`src/rtl/cond_pkg.sv`:
```
// Shared definitions for the execute-stage condition unit:
// condition codes, flag bit positions, flag write group geometry and IT sequencer state.
package cond_pkg;

    typedef enum logic [3:0] {
        COND_EQ = 4'b0000,
        COND_NE = 4'b0001,
        COND_CS = 4'b0010,
        COND_CC = 4'b0011,
        COND_MI = 4'b0100,
        COND_PL = 4'b0101,
        COND_VS = 4'b0110,
        COND_VC = 4'b0111,
        COND_HI = 4'b1000,
        COND_LS = 4'b1001,
        COND_GE = 4'b1010,
        COND_LT = 4'b1011,
        COND_GT = 4'b1100,
        COND_LE = 4'b1101,
        COND_AL = 4'b1110,
        COND_NV = 4'b1111
    } cond_e;

    localparam int FLAG_N = 3;
    localparam int FLAG_Z = 2;
    localparam int FLAG_C = 1;
    localparam int FLAG_V = 0;

    // Largest IT block the state struct can describe.
    localparam int IT_LIMIT = 4;

    // Group g of ngrp covers flag bits [grp_lo + grp_width - 1 : grp_lo].
    function automatic int grp_width(input int ngrp);
        return 4 / ngrp;
    endfunction

    function automatic int grp_lo(input int g, input int ngrp);
        return (g * 4) / ngrp;
    endfunction

    // len == 0 means the sequencer is idle.
    typedef struct packed {
        logic [2:0] len;
        logic [2:0] slot;
        logic [3:0] cond;
        logic [3:0] then_mask;
    } it_state_t;

endpackage

```
`src/rtl/cond_unit_it_if.sv`:
```
// E-stage bus between decode/hazard control (master) and the condition unit (slave).
interface cond_unit_it_if #(
    parameter int NCTX  = 2,
    parameter int NGRP  = 2,
    parameter int ITMAX = 4
) ();

    localparam int CW = (NCTX > 1) ? $clog2(NCTX) : 1;

    logic                ValidE;
    logic                StallE;
    logic                FlushE;
    logic [CW-1:0]       CtxE;
    logic [3:0]          CondE;
    logic [NGRP-1:0]     FlagWriteE;
    logic [3:0]          ALUFlags;
    logic                ITStartE;
    logic [3:0]          ITCondE;
    logic [2:0]          ITLenE;
    logic [ITMAX-1:0]    ITThenE;
    logic [3:0]          FlagsE;
    logic                CondExE;
    logic                ITActiveE;
    logic [3:0]          EffCondE;
    logic [4*NCTX-1:0]   FlagsAll;

    modport master (
        output ValidE, StallE, FlushE, CtxE, CondE, FlagWriteE, ALUFlags,
               ITStartE, ITCondE, ITLenE, ITThenE,
        input  FlagsE, CondExE, ITActiveE, EffCondE, FlagsAll
    );

    modport slave (
        input  ValidE, StallE, FlushE, CtxE, CondE, FlagWriteE, ALUFlags,
               ITStartE, ITCondE, ITLenE, ITThenE,
        output FlagsE, CondExE, ITActiveE, EffCondE, FlagsAll
    );

endinterface

```
`src/rtl/cond_unit_it_prims.sv`:
```
// Leaf blocks of the condition unit: ARM condition evaluator and an
// enabled register with synchronous reset used for flag group storage.
module condcheck
    import cond_pkg::*;
(
    input  logic [3:0] Cond,
    input  logic [3:0] Flags,
    output logic       CondEx
);

    logic neg, zero, carry, ovf, ge;

    assign neg   = Flags[FLAG_N];
    assign zero  = Flags[FLAG_Z];
    assign carry = Flags[FLAG_C];
    assign ovf   = Flags[FLAG_V];
    assign ge    = (neg == ovf);

    // NV is treated as never-execute rather than unpredictable.
    always_comb begin
        CondEx = 1'b0;
        case (Cond)
            COND_EQ: CondEx = zero;
            COND_NE: CondEx = ~zero;
            COND_CS: CondEx = carry;
            COND_CC: CondEx = ~carry;
            COND_MI: CondEx = neg;
            COND_PL: CondEx = ~neg;
            COND_VS: CondEx = ovf;
            COND_VC: CondEx = ~ovf;
            COND_HI: CondEx = carry & ~zero;
            COND_LS: CondEx = ~(carry & ~zero);
            COND_GE: CondEx = ge;
            COND_LT: CondEx = ~ge;
            COND_GT: CondEx = ~zero & ge;
            COND_LE: CondEx = ~(~zero & ge);
            COND_AL: CondEx = 1'b1;
            default: CondEx = 1'b0;
        endcase
    end

endmodule

module flopenr #(
    parameter int WIDTH = 4
) (
    input  logic             clk,
    input  logic             reset,
    input  logic             en,
    input  logic [WIDTH-1:0] d,
    output logic [WIDTH-1:0] q
);

    logic [WIDTH-1:0] data_d, data_q;

    always_comb begin
        data_d = en ? d : data_q;
    end

    always_ff @(posedge clk) begin
        if (reset) data_q <= '0;
        else       data_q <= data_d;
    end

    assign q = data_q;

endmodule

```
`src/rtl/cond_unit_it.sv`:
```
// E-stage condition unit: per-context NZCV flags with group writes, condition
// evaluation and a per-context IT-block sequencer honouring stall and flush.
module cond_unit_it
    import cond_pkg::*;
#(
    parameter int NCTX  = 2,
    parameter int NGRP  = 2,
    parameter int ITMAX = 4
) (
    input logic            clk,
    input logic            reset,
    cond_unit_it_if.slave  bus
);

    localparam int CW = (NCTX > 1) ? $clog2(NCTX) : 1;
    localparam int GW = grp_width(NGRP);

    logic [4*NCTX-1:0] flags_all;
    logic              ctx_ok;
    logic              live;
    logic              cc_pass;
    logic              cond_ex;
    logic              it_active;
    logic [3:0]        flags_sel;
    logic [3:0]        eff_cond;
    logic [2:0]        len_load;
    logic [3:0]        then_load;
    it_state_t         it_sel;
    it_state_t         it_d [NCTX];
    it_state_t         it_q [NCTX];

    assign ctx_ok = (int'({1'b0, bus.CtxE}) < NCTX);
    assign live   = bus.ValidE & ~bus.StallE & ~bus.FlushE & ctx_ok;

    // An out-of-range context sees zero flags and an idle sequencer.
    always_comb begin
        flags_sel = '0;
        it_sel    = '0;
        for (int k = 0; k < NCTX; k++) begin
            if (ctx_ok && (bus.CtxE == CW'(k))) begin
                flags_sel = flags_all[4*k +: 4];
                it_sel    = it_q[k];
            end
        end
    end

    assign it_active = (it_sel.len != 3'd0);

    // Else-slots flip the low bit of the base condition; AL has no inverse.
    always_comb begin
        eff_cond = bus.CondE;
        if (bus.ITStartE) begin
            eff_cond = COND_AL;
        end else if (it_active) begin
            eff_cond = it_sel.cond;
            if (!it_sel.then_mask[it_sel.slot[1:0]] && (it_sel.cond != COND_AL)) begin
                eff_cond[0] = ~it_sel.cond[0];
            end
        end
    end

    condcheck u_condcheck (
        .Cond   (eff_cond),
        .Flags  (flags_sel),
        .CondEx (cc_pass)
    );

    assign cond_ex = bus.ValidE & ~bus.FlushE & ctx_ok & cc_pass;

    genvar k, g;
    generate
        for (k = 0; k < NCTX; k++) begin : g_ctx
            for (g = 0; g < NGRP; g++) begin : g_grp
                localparam int LO = grp_lo(g, NGRP);
                logic wr_en;

                assign wr_en = live & cond_ex & bus.FlagWriteE[g] & ~bus.ITStartE
                             & (bus.CtxE == CW'(k));

                flopenr #(.WIDTH(GW)) u_flags (
                    .clk   (clk),
                    .reset (reset),
                    .en    (wr_en),
                    .d     (bus.ALUFlags[LO +: GW]),
                    .q     (flags_all[4*k + LO +: GW])
                );
            end
        end
    endgenerate

    always_comb begin
        if (bus.ITLenE == 3'd0)               len_load = 3'd1;
        else if (int'(bus.ITLenE) > ITMAX)    len_load = 3'(ITMAX);
        else                                  len_load = bus.ITLenE;
        then_load = 4'(bus.ITThenE) | 4'b0001;
    end

    // Only live instructions of the owning context move its sequencer.
    always_comb begin
        for (int c = 0; c < NCTX; c++) begin
            it_d[c] = it_q[c];
            if (live && (bus.CtxE == CW'(c))) begin
                if (bus.ITStartE) begin
                    it_d[c].len       = len_load;
                    it_d[c].slot      = 3'd0;
                    it_d[c].cond      = bus.ITCondE;
                    it_d[c].then_mask = then_load;
                end else if (it_q[c].len != 3'd0) begin
                    if (it_q[c].slot == (it_q[c].len - 3'd1)) it_d[c] = '0;
                    else it_d[c].slot = it_q[c].slot + 3'd1;
                end
            end
        end
    end

    always_ff @(posedge clk) begin
        if (reset) begin
            for (int c = 0; c < NCTX; c++) it_q[c] <= '0;
        end else begin
            for (int c = 0; c < NCTX; c++) it_q[c] <= it_d[c];
        end
    end

    assign bus.FlagsE    = flags_sel;
    assign bus.CondExE   = cond_ex;
    assign bus.ITActiveE = it_active;
    assign bus.EffCondE  = eff_cond;
    assign bus.FlagsAll  = flags_all;

endmodule

```
`src/flat_wrapper.sv`:
```
// flat-port wrapper written by rule: the top's interface ports become plain ports
module cond_unit_it_flat import cond_pkg::*;
#(
    parameter int NCTX  = 2,
    parameter int NGRP  = 2,
    parameter int ITMAX = 4
)
  (clk, reset, bus_ValidE, bus_StallE, bus_FlushE, bus_CtxE, bus_CondE, bus_FlagWriteE, bus_ALUFlags, bus_ITStartE, bus_ITCondE, bus_ITLenE, bus_ITThenE, bus_FlagsE, bus_CondExE, bus_ITActiveE, bus_EffCondE, bus_FlagsAll);
  cond_unit_it_if #(.NCTX(NCTX), .NGRP(NGRP), .ITMAX(ITMAX)) bus_i ();
  input logic clk;
  input logic reset;
  input wire logic [$bits(bus_i.ValidE)-1:0] bus_ValidE;
  input wire logic [$bits(bus_i.StallE)-1:0] bus_StallE;
  input wire logic [$bits(bus_i.FlushE)-1:0] bus_FlushE;
  input wire logic [$bits(bus_i.CtxE)-1:0] bus_CtxE;
  input wire logic [$bits(bus_i.CondE)-1:0] bus_CondE;
  input wire logic [$bits(bus_i.FlagWriteE)-1:0] bus_FlagWriteE;
  input wire logic [$bits(bus_i.ALUFlags)-1:0] bus_ALUFlags;
  input wire logic [$bits(bus_i.ITStartE)-1:0] bus_ITStartE;
  input wire logic [$bits(bus_i.ITCondE)-1:0] bus_ITCondE;
  input wire logic [$bits(bus_i.ITLenE)-1:0] bus_ITLenE;
  input wire logic [$bits(bus_i.ITThenE)-1:0] bus_ITThenE;
  output wire logic [$bits(bus_i.FlagsE)-1:0] bus_FlagsE;
  output wire logic [$bits(bus_i.CondExE)-1:0] bus_CondExE;
  output wire logic [$bits(bus_i.ITActiveE)-1:0] bus_ITActiveE;
  output wire logic [$bits(bus_i.EffCondE)-1:0] bus_EffCondE;
  output wire logic [$bits(bus_i.FlagsAll)-1:0] bus_FlagsAll;
  assign bus_i.ValidE = bus_ValidE;
  assign bus_i.StallE = bus_StallE;
  assign bus_i.FlushE = bus_FlushE;
  assign bus_i.CtxE = bus_CtxE;
  assign bus_i.CondE = bus_CondE;
  assign bus_i.FlagWriteE = bus_FlagWriteE;
  assign bus_i.ALUFlags = bus_ALUFlags;
  assign bus_i.ITStartE = bus_ITStartE;
  assign bus_i.ITCondE = bus_ITCondE;
  assign bus_i.ITLenE = bus_ITLenE;
  assign bus_i.ITThenE = bus_ITThenE;
  assign bus_FlagsE = bus_i.FlagsE;
  assign bus_CondExE = bus_i.CondExE;
  assign bus_ITActiveE = bus_i.ITActiveE;
  assign bus_EffCondE = bus_i.EffCondE;
  assign bus_FlagsAll = bus_i.FlagsAll;
  cond_unit_it #(.NCTX(NCTX), .NGRP(NGRP), .ITMAX(ITMAX)) u_core (.clk(clk), .reset(reset), .bus(bus_i));
endmodule
```
`config.mk`:
```
export PLATFORM = sky130hd
export DESIGN_NAME = cond_unit_it_flat
export DESIGN_NICKNAME = d
export VERILOG_FILES = /design/src/rtl/cond_pkg.sv /design/src/rtl/cond_unit_it_if.sv /design/src/rtl/cond_unit_it_prims.sv /design/src/rtl/cond_unit_it.sv /design/src/flat_wrapper.sv
export SDC_FILE = /design/constraint.sdc
export NUM_CORES = 1
export LEC_CHECK = 0
export ABC_AREA = 1
export CAP_MARGIN = 10
export CORE_ASPECT_RATIO = 1.1
export CORE_MARGIN = 5
export CORE_UTILIZATION = 53
export CTS_BUF_LIST = sky130_fd_sc_hd__clkbuf_4
export DETAILED_ROUTE_END_ITERATION = 10
export PLACE_DENSITY = 0.82
export SETUP_SLACK_MARGIN = 0.1
export SLEW_MARGIN = 20
export SYNTH_ARGS = -nofsm -noshare
export SYNTH_HDL_FRONTEND = slang
export SYNTH_SLANG_ARGS = --single-unit
```
`constraint.sdc`:
```
create_clock -name clk -period 2.56 [get_ports clk]
set_input_delay 0.512 -clock clk [delete_from_list [all_inputs] [get_ports clk]]
set_output_delay 0.512 -clock clk [all_outputs]
set_load 0.05 [all_outputs]
```
==> metrics.txt, run 1 <==
# TYPE chip_impl_metric gauge
chip_impl_info{name="status",value="complete, but fails checks"} 1
chip_impl_info{name="failed_checks",value="negative setup slack"} 1
chip_impl_metric{name="floorplan.initialDensity",unit="%"} 53.8
chip_impl_metric{name="postLayoutCellArea",unit="um2"} 3360
chip_impl_metric{name="dpl.cell_count",unit=""} 467
chip_impl_info{name="grt_setup_unrepaired",value="true"} 1
chip_impl_metric{name="synth-seq-cells",unit=""} 36
chip_impl_metric{name="yosys.area_share.simple",unit="%"} 42.5
chip_impl_metric{name="peakVddDrop",unit="mV"} 0.358
chip_impl_metric{name="ctsHtreeMaxLevel",unit=""} 2
chip_impl_metric{name="detail_route.drc_violations",unit=""} 0
chip_impl_info{name="crit_type",value="register to output port"} 1
chip_impl_metric{name="first_pass_grt_wire_length",unit="mm"} 10.8
chip_impl_info{name="yosysMostFrequentCell",value="sky130_fd_sc_hd__nand2_1"} 1
chip_impl_metric{name="slowest_delay",unit="ns"} 0.33
chip_impl_metric{name="post_layout_minimum_cycle_time",unit="ns"} 2.82
chip_impl_metric{name="largest_net_degree_at_the_start_of_global_routing",unit=""} 18
chip_impl_metric{name="cts_buffer_depth",unit=""} 2
chip_impl_metric{name="dp_hpwl",unit="mm"} 4.64
chip_impl_metric{name="post_synth_xor_xnor_area",unit="%"} 2.30
chip_impl_metric{name="achievable-frequency",unit="GHz"} 0.355
chip_impl_metric{name="synth_area_per_cell",unit="um2"} 6.55
chip_impl_metric{name="path_max_fanout",unit=""} 5
chip_impl_metric{name="io_buffer_count",unit=""} 44
chip_impl_metric{name="ys_async_sr_fraction",unit="%"} 0
chip_impl_metric{name="synth_edf_count",unit=""} 0
chip_impl_metric{name="placed_area",unit="um2"} 3090
chip_impl_metric{name="detail_route.wirelength",unit="mm"} 6.65
chip_impl_metric{name="timing.final.crit_share",unit="%"} 110
chip_impl_metric{name="antenna_found_initial",unit=""} 0
chip_impl_metric{name="worst-endpoint-arrival",unit="ns"} 2.31
chip_impl_metric{name="gpl.final_weighted_congestion",unit=""} 0.885
chip_impl_metric{name="via_per_inst",unit=""} 5.32
chip_impl_metric{name="max_slew_violation_count",unit=""} 0
chip_impl_metric{name="drv.max_cap_violation_count",unit=""} 0
chip_impl_info{name="ys_top_cells_by_count",value="sky130_fd_sc_hd__nand2_1, sky130_fd_sc_hd__inv_1, sky130_fd_sc_hd__nor2_1"} 1
chip_impl_metric{name="groute.layer.met2.usage",unit="%"} 42.8
chip_impl_info{name="synth_top_cells_by_area",value="sky130_fd_sc_hd__dfxtp_1, sky130_fd_sc_hd__nand2_1, sky130_fd_sc_hd__nand3_1"} 1
chip_impl_info{name="cpLargestDelayFamily",value="simple AND/OR/NAND/NOR gates"} 1
chip_impl_metric{name="floorplan.rows",unit=""} 25
chip_impl_info{name="min-delay-path-class",value="register to register"} 1
chip_impl_metric{name="placeableCoreArea",unit="um2"} 4250
chip_impl_metric{name="floorplan.die_area",unit="um2"} 5730
chip_impl_info{name="cp_cell_sequence",value="inv_2 -> nand4_1 -> nand2_4 -> nor2_4 -> nor3_4 -> buf_6 -> nand4_1 -> nand3_2 -> nor2_4 -> a21oi_4 -> buf_12"} 1
chip_impl_metric{name="floorplan.die.width",unit="um"} 72.6
chip_impl_metric{name="final_cell_count_no_fill",unit=""} 482
chip_impl_metric{name="gr-total-overflow",unit=""} 0
chip_impl_metric{name="power-per-cell-area",unit="nW/um2"} 357
chip_impl_metric{name="final_layout_size_suffix_gt1_share",unit="%"} 27.3
chip_impl_metric{name="setup_viol",unit=""} 1
chip_impl_info{name="cts_tree",value="yes"} 1
chip_impl_metric{name="synth_sequential_area_ratio",unit="%"} 31.5
chip_impl_metric{name="global_route.usage.met1",unit="%"} 24.9
chip_impl_metric{name="postCtsHoldBufs",unit=""} 0
chip_impl_info{name="synth_top_family_by_area",value="simple AND/OR/NAND/NOR gates"} 1
chip_impl_metric{name="synth_adder_area_share",unit="%"} 3.28
chip_impl_metric{name="top_level_ports",unit=""} 46
chip_impl_metric{name="finalNetCount",unit=""} 462
chip_impl_info{name="crit_path_top_delay_cell",value="sky130_fd_sc_hd__dfxtp_2"} 1
chip_impl_metric{name="postRouteAntennaNets",unit=""} 0
chip_impl_metric{name="worstMarginPinSlew",unit="ns"} 0.520
chip_impl_metric{name="yosysWarningCount",unit=""} 0
chip_impl_info{name="root_buffer",value="sky130_fd_sc_hd__clkbuf_4"} 1
chip_impl_metric{name="clock_skew",unit="ns"} 0.0134
chip_impl_metric{name="yosys.area.top_type_share",unit="%"} 31.5
chip_impl_metric{name="synth_compound_gate_area_share",unit="%"} 9.19
chip_impl_metric{name="dieHeight",unit="um"} 78.9
chip_impl_metric{name="syn-num-nets",unit=""} 383
chip_impl_info{name="post-synth-top-area-cell",value="sky130_fd_sc_hd__dfxtp_1"} 1
chip_impl_metric{name="cts.reportedPaths.clkPinSlew",unit="ns"} 0.10
chip_impl_metric{name="tritoncts_num_sinks",unit=""} 36
chip_impl_metric{name="vias",unit=""} 2565
chip_impl_metric{name="critical_path_buf_inv_count",unit=""} 3
chip_impl_metric{name="post-layout-total-power",unit="mW"} 1.20
chip_impl_metric{name="synthCells",unit=""} 349
chip_impl_metric{name="post-route-util",unit="%"} 78.9
chip_impl_metric{name="first_global_vias",unit=""} 2581
chip_impl_metric{name="area_growth",unit="%"} 46.7
chip_impl_metric{name="grt_use_total",unit="%"} 23.6
chip_impl_metric{name="firstDrtPassIters",unit=""} 4
chip_impl_metric{name="final.setup.worst_slack",unit="ns"} -0.260
chip_impl_info{name="synth_flop_cell",value="sky130_fd_sc_hd__dfxtp_1"} 1
chip_impl_metric{name="n_diodes",unit=""} 0
chip_impl_info{name="worst_setup_path_end_kind",value="output port"} 1
chip_impl_metric{name="clkLatencyLatePin",unit="ns"} 0.36
chip_impl_metric{name="timing_hold_violations_final",unit=""} 0
chip_impl_metric{name="routed_len_inst",unit="um"} 13.8
chip_impl_metric{name="worstPathRequired",unit="ns"} 2.05
chip_impl_metric{name="timing.slew.headroom",unit="%"} 65.2
chip_impl_info{name="setup.worst_path.start_class",value="register"} 1
chip_impl_metric{name="synth.lib_cells_used.distinct",unit=""} 35
chip_impl_metric{name="globalRouteMet3Util",unit="%"} 4.30
chip_impl_metric{name="fin_hold_ws",unit="ns"} 0.465
chip_impl_metric{name="netlist_area_pre_place",unit="um2"} 2290
chip_impl_info{name="globalRoute.busiestLayer",value="met2"} 1
chip_impl_metric{name="cts-buffers-inserted",unit=""} 5
chip_impl_metric{name="power.leakage",unit="nW"} 1.50
chip_impl_metric{name="first_iter_violations",unit=""} 204
chip_impl_metric{name="yosys-mux-area-fraction",unit="%"} 0
==> per-layer routing <==
layer	share of wire [%]	wire length [um]	up-vias
met5	0	0	-
met4	3.3	221	0
met3	5.8	384	21
met2	53	3490	80
li1	-	-	1279
met1	38	2550	1185
==> logic make-up (layout without fill, tap and decap cells) <==
family          count (synthesis)  count (layout)
compound gates                 38              38
flops                          36              36
fa+ha+maj                       6               6
buf+inv                        59             138
simple gates                  204             204
xor+xnor                        6               6
==> sequential cells by signal, indices dropped and copies added, names as in the netlist <==
register,cells
u_core.g_ctx.g_grp.u_flags.q,8
u_core.it_q,28
==> metrics by stage <==
stage	setup slack, ns	TNS (ns)
after floorplan	-0.111	-0.111
after global placement	-0.695	-6.10
after detailed placement	-0.737	-6.57
after CTS	-0.199	-0.199
after global routing	-0.394	-0.554
final	-0.260	-0.260
==> timing repair <==
item	4_1_cts	5_1_grt
buffers inserted	5	4
endpoints found under the setup margin	15	11
gates resized for setup	25	23
pin swaps	6	8
==> cell usage in the layout, fill, tap and decap left out, types with 5 or more instances in the layout <==
cell / synthesis / final
sky130_fd_sc_hd__inv_1: 40 / 37
sky130_fd_sc_hd__ha_1: 6 / 6
sky130_fd_sc_hd__clkdlybuf4s50_1: 0 / 33
sky130_fd_sc_hd__nand3_1: 36 / 23
sky130_fd_sc_hd__nand2_4: 1 / 5
sky130_fd_sc_hd__a21oi_1: 17 / 16
sky130_fd_sc_hd__nand2_1: 94 / 91
sky130_fd_sc_hd__nand2_2: 7 / 6
sky130_fd_sc_hd__inv_2: 5 / 6
sky130_fd_sc_hd__nand4_1: 7 / 7
sky130_fd_sc_hd__xor2_1: 5 / 5
sky130_fd_sc_hd__clkbuf_4: 0 / 5
sky130_fd_sc_hd__buf_4: 1 / 39
sky130_fd_sc_hd__buf_12: 0 / 9
sky130_fd_sc_hd__nor2_4: 2 / 6
sky130_fd_sc_hd__dfxtp_1: 36 / 30
sky130_fd_sc_hd__dfxtp_2: 0 / 5
sky130_fd_sc_hd__o21ai_0: 11 / 11
sky130_fd_sc_hd__nand3_2: 1 / 13
sky130_fd_sc_hd__nor2_1: 40 / 36
==> tightest hold or removal path: cells and delay by family (launching register included) <==
kind	cells	cell delay, ns
compound gates	1	0.05
simple gates	1	0.06
flops	1	0.32
==> power by group <==
group          total (mW)  internal, mW  switching (mW)
Clock               0.288        0.0958           0.192
Combinational       0.342         0.156           0.187
Sequential          0.567         0.564         0.00354
==> path summary, 6_finish.rpt <==
path                                   start                                                  to  slack [ns]  cells after the start
max reg2reg  u_core.it_q[0][27]$_SDFFE_PP0P_  u_core.g_ctx[0].g_grp[1].u_flags.q[1]$_SDFFE_PP0P_        0.10                     16
min           u_core.it_q[0][4]$_SDFFE_PP0P_                      u_core.it_q[0][4]$_SDFFE_PP0P_        0.46                      2
min reg2reg   u_core.it_q[0][4]$_SDFFE_PP0P_                      u_core.it_q[0][4]$_SDFFE_PP0P_        0.46                      2
max          u_core.it_q[0][27]$_SDFFE_PP0P_                                         bus_CondExE       -0.26                     11
==> layout make-up <==
type / instances / area [um2]
Inverter: 46 / 183
Clock inverter: 2 / 7.51
Timing Repair Buffer: 85 / 848
Multi-Input combinational cell: 254 / 1480
Clock buffer: 5 / 37.5
Sequential cell: 36 / 731
Tap cell: 54 / 67.6
Fill cell: 290 / 898
Note: power is estimated with default switching activity, not from simulation.
==> inputs of run 2 (changes only) <==
- CORE_UTILIZATION: 53 -> 57
- PLACE_DENSITY: 0.82 -> 0.87
- REMOVE_ABC_BUFFERS: default -> 1
- SLEW_MARGIN: 20 -> 40
- clock period: 2.56 -> 3.65 ns (I/O delays scaled with it)
==> metrics.txt, run 2 (same netlist as run 1, synthesis figures left out) <==
# TYPE chip_impl_metric gauge
chip_impl_metric{name="detail_route.wirelength",unit="mm"} 6.12
chip_impl_metric{name="clkLatencyLatePin",unit="ns"} 0.34
chip_impl_metric{name="via_per_inst",unit=""} 5.28
chip_impl_metric{name="swShare",unit="%"} 30.6
chip_impl_metric{name="timing.slew.headroom",unit="%"} 57.5
chip_impl_metric{name="top_level_ports",unit=""} 46
chip_impl_metric{name="floorplan.initialDensity",unit="%"} 58.1
chip_impl_metric{name="ctsHtreeMaxLevel",unit=""} 2
chip_impl_metric{name="postLayoutCellArea",unit="um2"} 3050
chip_impl_metric{name="first_iter_violations",unit=""} 210
chip_impl_metric{name="drv.max_cap_violation_count",unit=""} 0
chip_impl_metric{name="postRouteAntennaNets",unit=""} 0
chip_impl_info{name="worst_setup_path_end_kind",value="output port"} 1
chip_impl_info{name="register_ranked_first_by_flip_flop_count",value="u_core.it_q"} 1
chip_impl_metric{name="detail_route.drc_violations",unit=""} 0
chip_impl_info{name="cts_tree",value="yes"} 1
chip_impl_metric{name="postCtsHoldBufs",unit=""} 0
chip_impl_metric{name="setup_viol",unit=""} 0
chip_impl_info{name="layout.cells.most_common",value="sky130_fd_sc_hd__nand2_1"} 1
chip_impl_info{name="root_buffer",value="sky130_fd_sc_hd__clkbuf_4"} 1
chip_impl_metric{name="post_layout_minimum_cycle_time",unit="ns"} 3.35
chip_impl_metric{name="n_diodes",unit=""} 0
chip_impl_metric{name="cts-buffers-inserted",unit=""} 5
chip_impl_metric{name="gr-total-overflow",unit=""} 0
chip_impl_metric{name="placeableCoreArea",unit="um2"} 3930
chip_impl_metric{name="power.leakage",unit="nW"} 1.39
chip_impl_metric{name="dieHeight",unit="um"} 76.4
chip_impl_metric{name="largest_net_degree_at_the_start_of_global_routing",unit=""} 23
chip_impl_metric{name="floorplan.die.width",unit="um"} 70.4
chip_impl_metric{name="largest_register_ffs",unit=""} 28
chip_impl_metric{name="dp_hpwl",unit="mm"} 4.85
chip_impl_metric{name="max_slew_violation_count",unit=""} 0
chip_impl_metric{name="vias",unit=""} 2452
chip_impl_metric{name="path_max_fanout",unit=""} 14
chip_impl_metric{name="floorplan.die_area",unit="um2"} 5380
chip_impl_metric{name="gpl.final_weighted_congestion",unit=""} 0.886
chip_impl_metric{name="finalNetCount",unit=""} 445
chip_impl_metric{name="worst-endpoint-arrival",unit="ns"} 2.62
chip_impl_metric{name="achievable-frequency",unit="GHz"} 0.299
chip_impl_metric{name="p_int",unit="uW"} 569
chip_impl_metric{name="nFillCells",unit=""} 291
chip_impl_info{name="status",value="complete, no violations"} 1
chip_impl_metric{name="final_layout_size_suffix_gt1_share",unit="%"} 17.0
chip_impl_metric{name="timing_hold_violations_final",unit=""} 0
chip_impl_info{name="crit_type",value="input pin to output port"} 1
chip_impl_metric{name="area_growth",unit="%"} 33.2
chip_impl_metric{name="first_global_vias",unit=""} 2372
chip_impl_metric{name="placed_area",unit="um2"} 2970
chip_impl_metric{name="power.share.sequential",unit="%"} 48.6
chip_impl_metric{name="clock_skew",unit="ns"} 0.00756
chip_impl_metric{name="cts.reportedPaths.clkPinSlew",unit="ns"} 0.11
chip_impl_info{name="min-delay-path-class",value="register to register"} 1
chip_impl_info{name="setup.worst_path.start_class",value="input pin"} 1
chip_impl_metric{name="final.setup.tns",unit="ns"} 0
chip_impl_metric{name="peakVddDrop",unit="mV"} 0.235
chip_impl_metric{name="worstMarginPinSlew",unit="ns"} 0.637
chip_impl_metric{name="routed_len_inst",unit="um"} 13.2
chip_impl_metric{name="power-per-cell-area",unit="nW/um2"} 269
chip_impl_metric{name="grt_use_total",unit="%"} 23.0
chip_impl_info{name="most-common-layout-cells",value="sky130_fd_sc_hd__nand2_1, sky130_fd_sc_hd__inv_1, sky130_fd_sc_hd__nor2_1"} 1
chip_impl_metric{name="switchingPower",unit="uW"} 250
chip_impl_metric{name="io_buffer_count",unit=""} 44
chip_impl_metric{name="cts_buffer_depth",unit=""} 2
chip_impl_metric{name="worstPathRequired",unit="ns"} 2.92
chip_impl_metric{name="floorplan.rows",unit=""} 24
chip_impl_metric{name="post-layout-total-power",unit="uW"} 819
chip_impl_metric{name="combPwrFrac",unit="%"} 25.1
chip_impl_info{name="grt_setup_unrepaired",value="false"} 1
chip_impl_metric{name="firstDrtPassIters",unit=""} 4
chip_impl_metric{name="first_pass_grt_wire_length",unit="mm"} 10.2
chip_impl_metric{name="tritoncts_num_sinks",unit=""} 36
chip_impl_metric{name="antenna_found_initial",unit=""} 0
chip_impl_metric{name="clock_power_share",unit="%"} 26.3
chip_impl_metric{name="timing.final.crit_share",unit="%"} 91.8
-- run 2: cell count changes in the layout (fill, tap and decap cells not counted), moves of 4 or more --
cell                      change
sky130_fd_sc_hd__nand3_2     -12
sky130_fd_sc_hd__nand3_1     +13
sky130_fd_sc_hd__nand2_4      -4
sky130_fd_sc_hd__dfxtp_1      +6
sky130_fd_sc_hd__nor2_1       +4
sky130_fd_sc_hd__nor2_4       -4
sky130_fd_sc_hd__buf_4       -16
sky130_fd_sc_hd__dfxtp_2      -5
-- run 2: worst max-delay path, stage by stage --
cell and delay (ns):
sky130_fd_sc_hd__clkbuf_2 0.17, sky130_fd_sc_hd__buf_6 0.19, sky130_fd_sc_hd__nand2_1 0.06, sky130_fd_sc_hd__nand2_1 0.08, sky130_fd_sc_hd__nand2_1 0.05, sky130_fd_sc_hd__nand2_1 0.07, sky130_fd_sc_hd__nand2_1 0.08, sky130_fd_sc_hd__nand2_1 0.09
sky130_fd_sc_hd__nand2_1 0.05, sky130_fd_sc_hd__nand3_1 0.12, sky130_fd_sc_hd__nand2_2 0.11, sky130_fd_sc_hd__nand2_2 0.11, sky130_fd_sc_hd__nand2_1 0.06, sky130_fd_sc_hd__nand2_1 0.06, sky130_fd_sc_hd__nand2_1 0.05, sky130_fd_sc_hd__nand2_1 0.07
sky130_fd_sc_hd__nor2_2 0.05, sky130_fd_sc_hd__a21oi_1 0.23, sky130_fd_sc_hd__buf_12 0.18
-- run 2: path summary, 6_finish.rpt --
check / from / to / slack [ns] / cells after the start
worst max-delay path: bus_CtxE / bus_CondExE / 0.30 / 19
worst min-delay path: u_core.it_q[0][1]$_SDFFE_PP0P_ / u_core.it_q[0][1]$_SDFFE_PP0P_ / 0.47 / 2
worst max register to register: u_core.it_q[0][25]$_SDFFE_PP0P_ / u_core.g_ctx[0].g_grp[1].u_flags.q[1]$_SDFFE_PP0P_ / 1.22 / 21
worst min register to register: u_core.it_q[0][1]$_SDFFE_PP0P_ / u_core.it_q[0][1]$_SDFFE_PP0P_ / 0.47 / 2
-- run 2: power groups by stage --
stage	clock [mW]	sequential [mW]	combinational, mW
global route	0.233	0.399	0.220
detailed placement	0	0.407	0.202
global placement	0	0.407	0.196
floorplan	0	0.407	0.0970
CTS	0.222	0.398	0.205
finish	0.215	0.398	0.205
-- run 2: area by class of cell --
type	instances	area, um2	area share (%)
multi-input cells	254	1310	43.0
flip-flops and latches	36	721	23.7
clock inverters	2	11.3	0.370
repair buffers	68	719	23.6
inverters	46	175	5.75
well taps	52	65.1	2.14
clock buffers	6	45.0	1.48
-- run 2: repair_timing --
item,CTS,global route
setup buffers,1,0
gates resized for setup,3,1
pin swaps,0,0
endpoints found under the hold margin,0,0
cloned,0,0
endpoints found under the setup margin,1,1
-- run 2: metrics by stage --
stage          setup slack, ns  instances  hold slack, ns  utilization (%)
6_report                 0.301        464           0.470             77.4
5_1_grt                  0.170        464           0.482             77.4
4_1_cts                  0.126        464           0.470             77.5
3_5_place_dp            -0.158        455           0.452             75.5
3_3_place_gp           -0.0748        455           0.445             75.5
2_1_floorplan           0.0973        336           0.432                -
-- run 2: layer usage --
metal | GRT usage (%) | wire length [um] | part of all wire (%) | up-vias
met1 | 23.6 | 2420 | 40 | 1131
met4 | 8.05 | 120 | 2.0 | 0
met5 | 0 | 0 | 0 | -
met3 | 4.62 | 339 | 5.5 | 13
met2 | 44.8 | 3230 | 53 | 72
li1 | - | - | - | 1236
==> inputs of run 3 (changes only) <==
- CORE_MARGIN: 5 -> 2
- REMOVE_ABC_BUFFERS: 1 -> default
- TNS_END_PERCENT: default -> 50
==> metrics.txt, run 3 (same netlist as run 1, synthesis figures left out) <==
# TYPE chip_impl_metric gauge
chip_impl_metric{name="achievable-frequency",unit="GHz"} 0.303
chip_impl_metric{name="drv.max_cap_violation_count",unit=""} 0
chip_impl_metric{name="timing.final.crit_share",unit="%"} 90.3
chip_impl_metric{name="postRouteAntennaNets",unit=""} 0
chip_impl_metric{name="ctsHtreeMaxLevel",unit=""} 2
chip_impl_metric{name="top_level_ports",unit=""} 46
chip_impl_metric{name="first_global_vias",unit=""} 2300
chip_impl_metric{name="p_int",unit="uW"} 632
chip_impl_metric{name="floorplan.die_area",unit="um2"} 4540
chip_impl_info{name="cp_common_cell",value="sky130_fd_sc_hd__nor2_1"} 1
chip_impl_info{name="min-delay-path-class",value="register to register"} 1
chip_impl_metric{name="finalNetCount",unit=""} 439
chip_impl_metric{name="floorplan.initialDensity",unit="%"} 58.6
chip_impl_metric{name="grt_use_total",unit="%"} 27.5
chip_impl_metric{name="final.setup.tns",unit="ns"} 0
chip_impl_metric{name="detail_route.drc_violations",unit=""} 0
chip_impl_metric{name="clkLatencyLatePin",unit="ns"} 0.36
chip_impl_metric{name="floorplan.die.width",unit="um"} 64.4
chip_impl_info{name="root_buffer",value="sky130_fd_sc_hd__clkbuf_4"} 1
chip_impl_info{name="crit_type",value="input pin to output port"} 1
chip_impl_metric{name="timing.slew.headroom",unit="%"} 56.8
chip_impl_metric{name="power-per-cell-area",unit="nW/um2"} 294
chip_impl_metric{name="switchingPower",unit="uW"} 256
chip_impl_metric{name="gpl.final_weighted_congestion",unit=""} 0.879
chip_impl_info{name="cts_tree",value="yes"} 1
chip_impl_metric{name="antenna_found_initial",unit=""} 0
chip_impl_info{name="worst_setup_path_end_kind",value="output port"} 1
chip_impl_metric{name="placeableCoreArea",unit="um2"} 3900
chip_impl_metric{name="floorplan.rows",unit=""} 24
chip_impl_metric{name="n_diodes",unit=""} 0
chip_impl_metric{name="io_buffer_count",unit=""} 44
chip_impl_metric{name="combPwrFrac",unit="%"} 22.1
chip_impl_info{name="cp_cell_sequence",value="clkbuf_2 -> nand4_1 -> nand2_4 -> inv_2 -> nor2_1 -> nor3_4 -> inv_2 -> nand3_1 -> nor2_1 -> nor2_1 -> nand2_1 -> nor2_2 -> a21oi_2 -> buf_12"} 1
chip_impl_metric{name="final_layout_size_suffix_gt1_share",unit="%"} 16.5
chip_impl_info{name="grt_setup_unrepaired",value="false"} 1
chip_impl_metric{name="power.share.sequential",unit="%"} 44.8
chip_impl_metric{name="routed_len_inst",unit="um"} 12.7
chip_impl_metric{name="max_slew_violation_count",unit=""} 0
chip_impl_metric{name="worst-endpoint-arrival",unit="ns"} 2.57
chip_impl_metric{name="cts-buffers-inserted",unit=""} 5
chip_impl_info{name="crit_path_top_delay_cell",value="sky130_fd_sc_hd__nand4_1"} 1
chip_impl_metric{name="post-route-util",unit="%"} 77.4
chip_impl_metric{name="nFillCells",unit=""} 299
chip_impl_info{name="most-common-layout-cells",value="sky130_fd_sc_hd__nand2_1, sky130_fd_sc_hd__inv_1, sky130_fd_sc_hd__nor2_1"} 1
chip_impl_metric{name="power.leakage",unit="nW"} 1.38
chip_impl_metric{name="first_iter_violations",unit=""} 159
chip_impl_metric{name="clock_power_share",unit="%"} 33.0
chip_impl_metric{name="largest_register_ffs",unit=""} 28
chip_impl_metric{name="path_max_fanout",unit=""} 7
chip_impl_metric{name="dp_hpwl",unit="mm"} 4.44
chip_impl_metric{name="slowest_delay",unit="ns"} 0.28
chip_impl_metric{name="clock_skew",unit="ns"} 0.0121
chip_impl_metric{name="peakVddDrop",unit="mV"} 0.344
chip_impl_metric{name="dieHeight",unit="um"} 70.4
chip_impl_info{name="register_ranked_first_by_flip_flop_count",value="u_core.it_q"} 1
chip_impl_metric{name="post_layout_minimum_cycle_time",unit="ns"} 3.30
chip_impl_metric{name="cts_buffer_depth",unit=""} 2
chip_impl_metric{name="detail_route.wirelength",unit="mm"} 5.83
chip_impl_info{name="setup.worst_path.start_class",value="input pin"} 1
chip_impl_metric{name="first_pass_grt_wire_length",unit="mm"} 9.89
chip_impl_info{name="layout.cells.most_common",value="sky130_fd_sc_hd__nand2_1"} 1
chip_impl_metric{name="via_per_inst",unit=""} 5.31
chip_impl_metric{name="vias",unit=""} 2433
chip_impl_metric{name="cts.reportedPaths.clkPinSlew",unit="ns"} 0.10
chip_impl_metric{name="timing_hold_violations_final",unit=""} 0
chip_impl_metric{name="area_growth",unit="%"} 32.1
chip_impl_metric{name="setup_viol",unit=""} 0
chip_impl_metric{name="firstDrtPassIters",unit=""} 4
chip_impl_metric{name="largest_net_degree_at_the_start_of_global_routing",unit=""} 23
chip_impl_metric{name="worstPathRequired",unit="ns"} 2.92
chip_impl_metric{name="worstMarginPinSlew",unit="ns"} 0.648
chip_impl_metric{name="swShare",unit="%"} 28.8
chip_impl_metric{name="tritoncts_num_sinks",unit=""} 36
chip_impl_info{name="status",value="complete, no violations"} 1
chip_impl_metric{name="gr-total-overflow",unit=""} 0
==> run 3: per-layer routing <==
metal	share of wire, %	global-route usage [%]	vias up
met1	41	31.5	1105
met4	2.5	11.8	0
met5	0	0	-
li1	-	-	1233
met3	5.4	4.19	18
met2	51	49.8	77
==> run 3: critical path, delay by kind of cell <==
kind	cells	cell delay [ns]
compound gates	1	0.18
buf+inv	4	0.57
simple gates	9	1.08
==> run 3: worst paths after layout <==
check	startpoint	endpoint	slack, ns	cells past startpoint
hold reg to reg	u_core.it_q[0][4]$_SDFFE_PP0P_	u_core.it_q[0][4]$_SDFFE_PP0P_	0.47	2
hold / removal	u_core.it_q[0][4]$_SDFFE_PP0P_	u_core.it_q[0][4]$_SDFFE_PP0P_	0.47	2
setup / recovery	bus_CtxE	bus_CondExE	0.35	14
setup reg to reg	u_core.it_q[0][25]$_SDFFE_PP0P_	u_core.g_ctx[0].g_grp[1].u_flags.q[0]$_SDFFE_PP0P_	1.20	19
==> run 3: power by group through the flow <==
stage | clock network, mW | registers, mW | logic, mW
floorplan | 0 | 0.407 | 0.111
global placement | 0 | 0.407 | 0.192
detailed placement | 0 | 0.407 | 0.195
CTS | 0.292 | 0.398 | 0.196
global route | 0.307 | 0.399 | 0.213
finish | 0.293 | 0.398 | 0.196
==> run 3: area by class of cell <==
class | instances | area, um2 | share of cell area (%)
Clock buffer | 6 | 45.0 | 1.49
Clock inverter | 2 | 35.0 | 1.16
Inverter | 46 | 178 | 5.88
Multi-Input combinational cell | 254 | 1320 | 43.7
Sequential cell | 36 | 721 | 23.9
Tap cell | 52 | 65.1 | 2.15
Timing Repair Buffer | 62 | 658 | 21.8
==> run 3: metrics by stage <==
step                      total power, mW  setup slack (ns)  hold WS (ns)  cell area (um2)  std cells
after floorplan                     0.518             0.246         0.438             2290        349
after global placement              0.599           -0.0635         0.448             2940        450
after detailed placement            0.602            -0.178         0.454             2940        450
after CTS                           0.886             0.154         0.467             3020        458
after global routing                0.919             0.141         0.485             3020        458
final                               0.888             0.353         0.467             3020        458
==> run 3: what timing repair did <==
item,in CTS,in global routing
hold buffers,0,0
resized for setup,2,3
endpoints found under the setup margin,1,1
buffers inserted,0,0
pin swaps,0,0
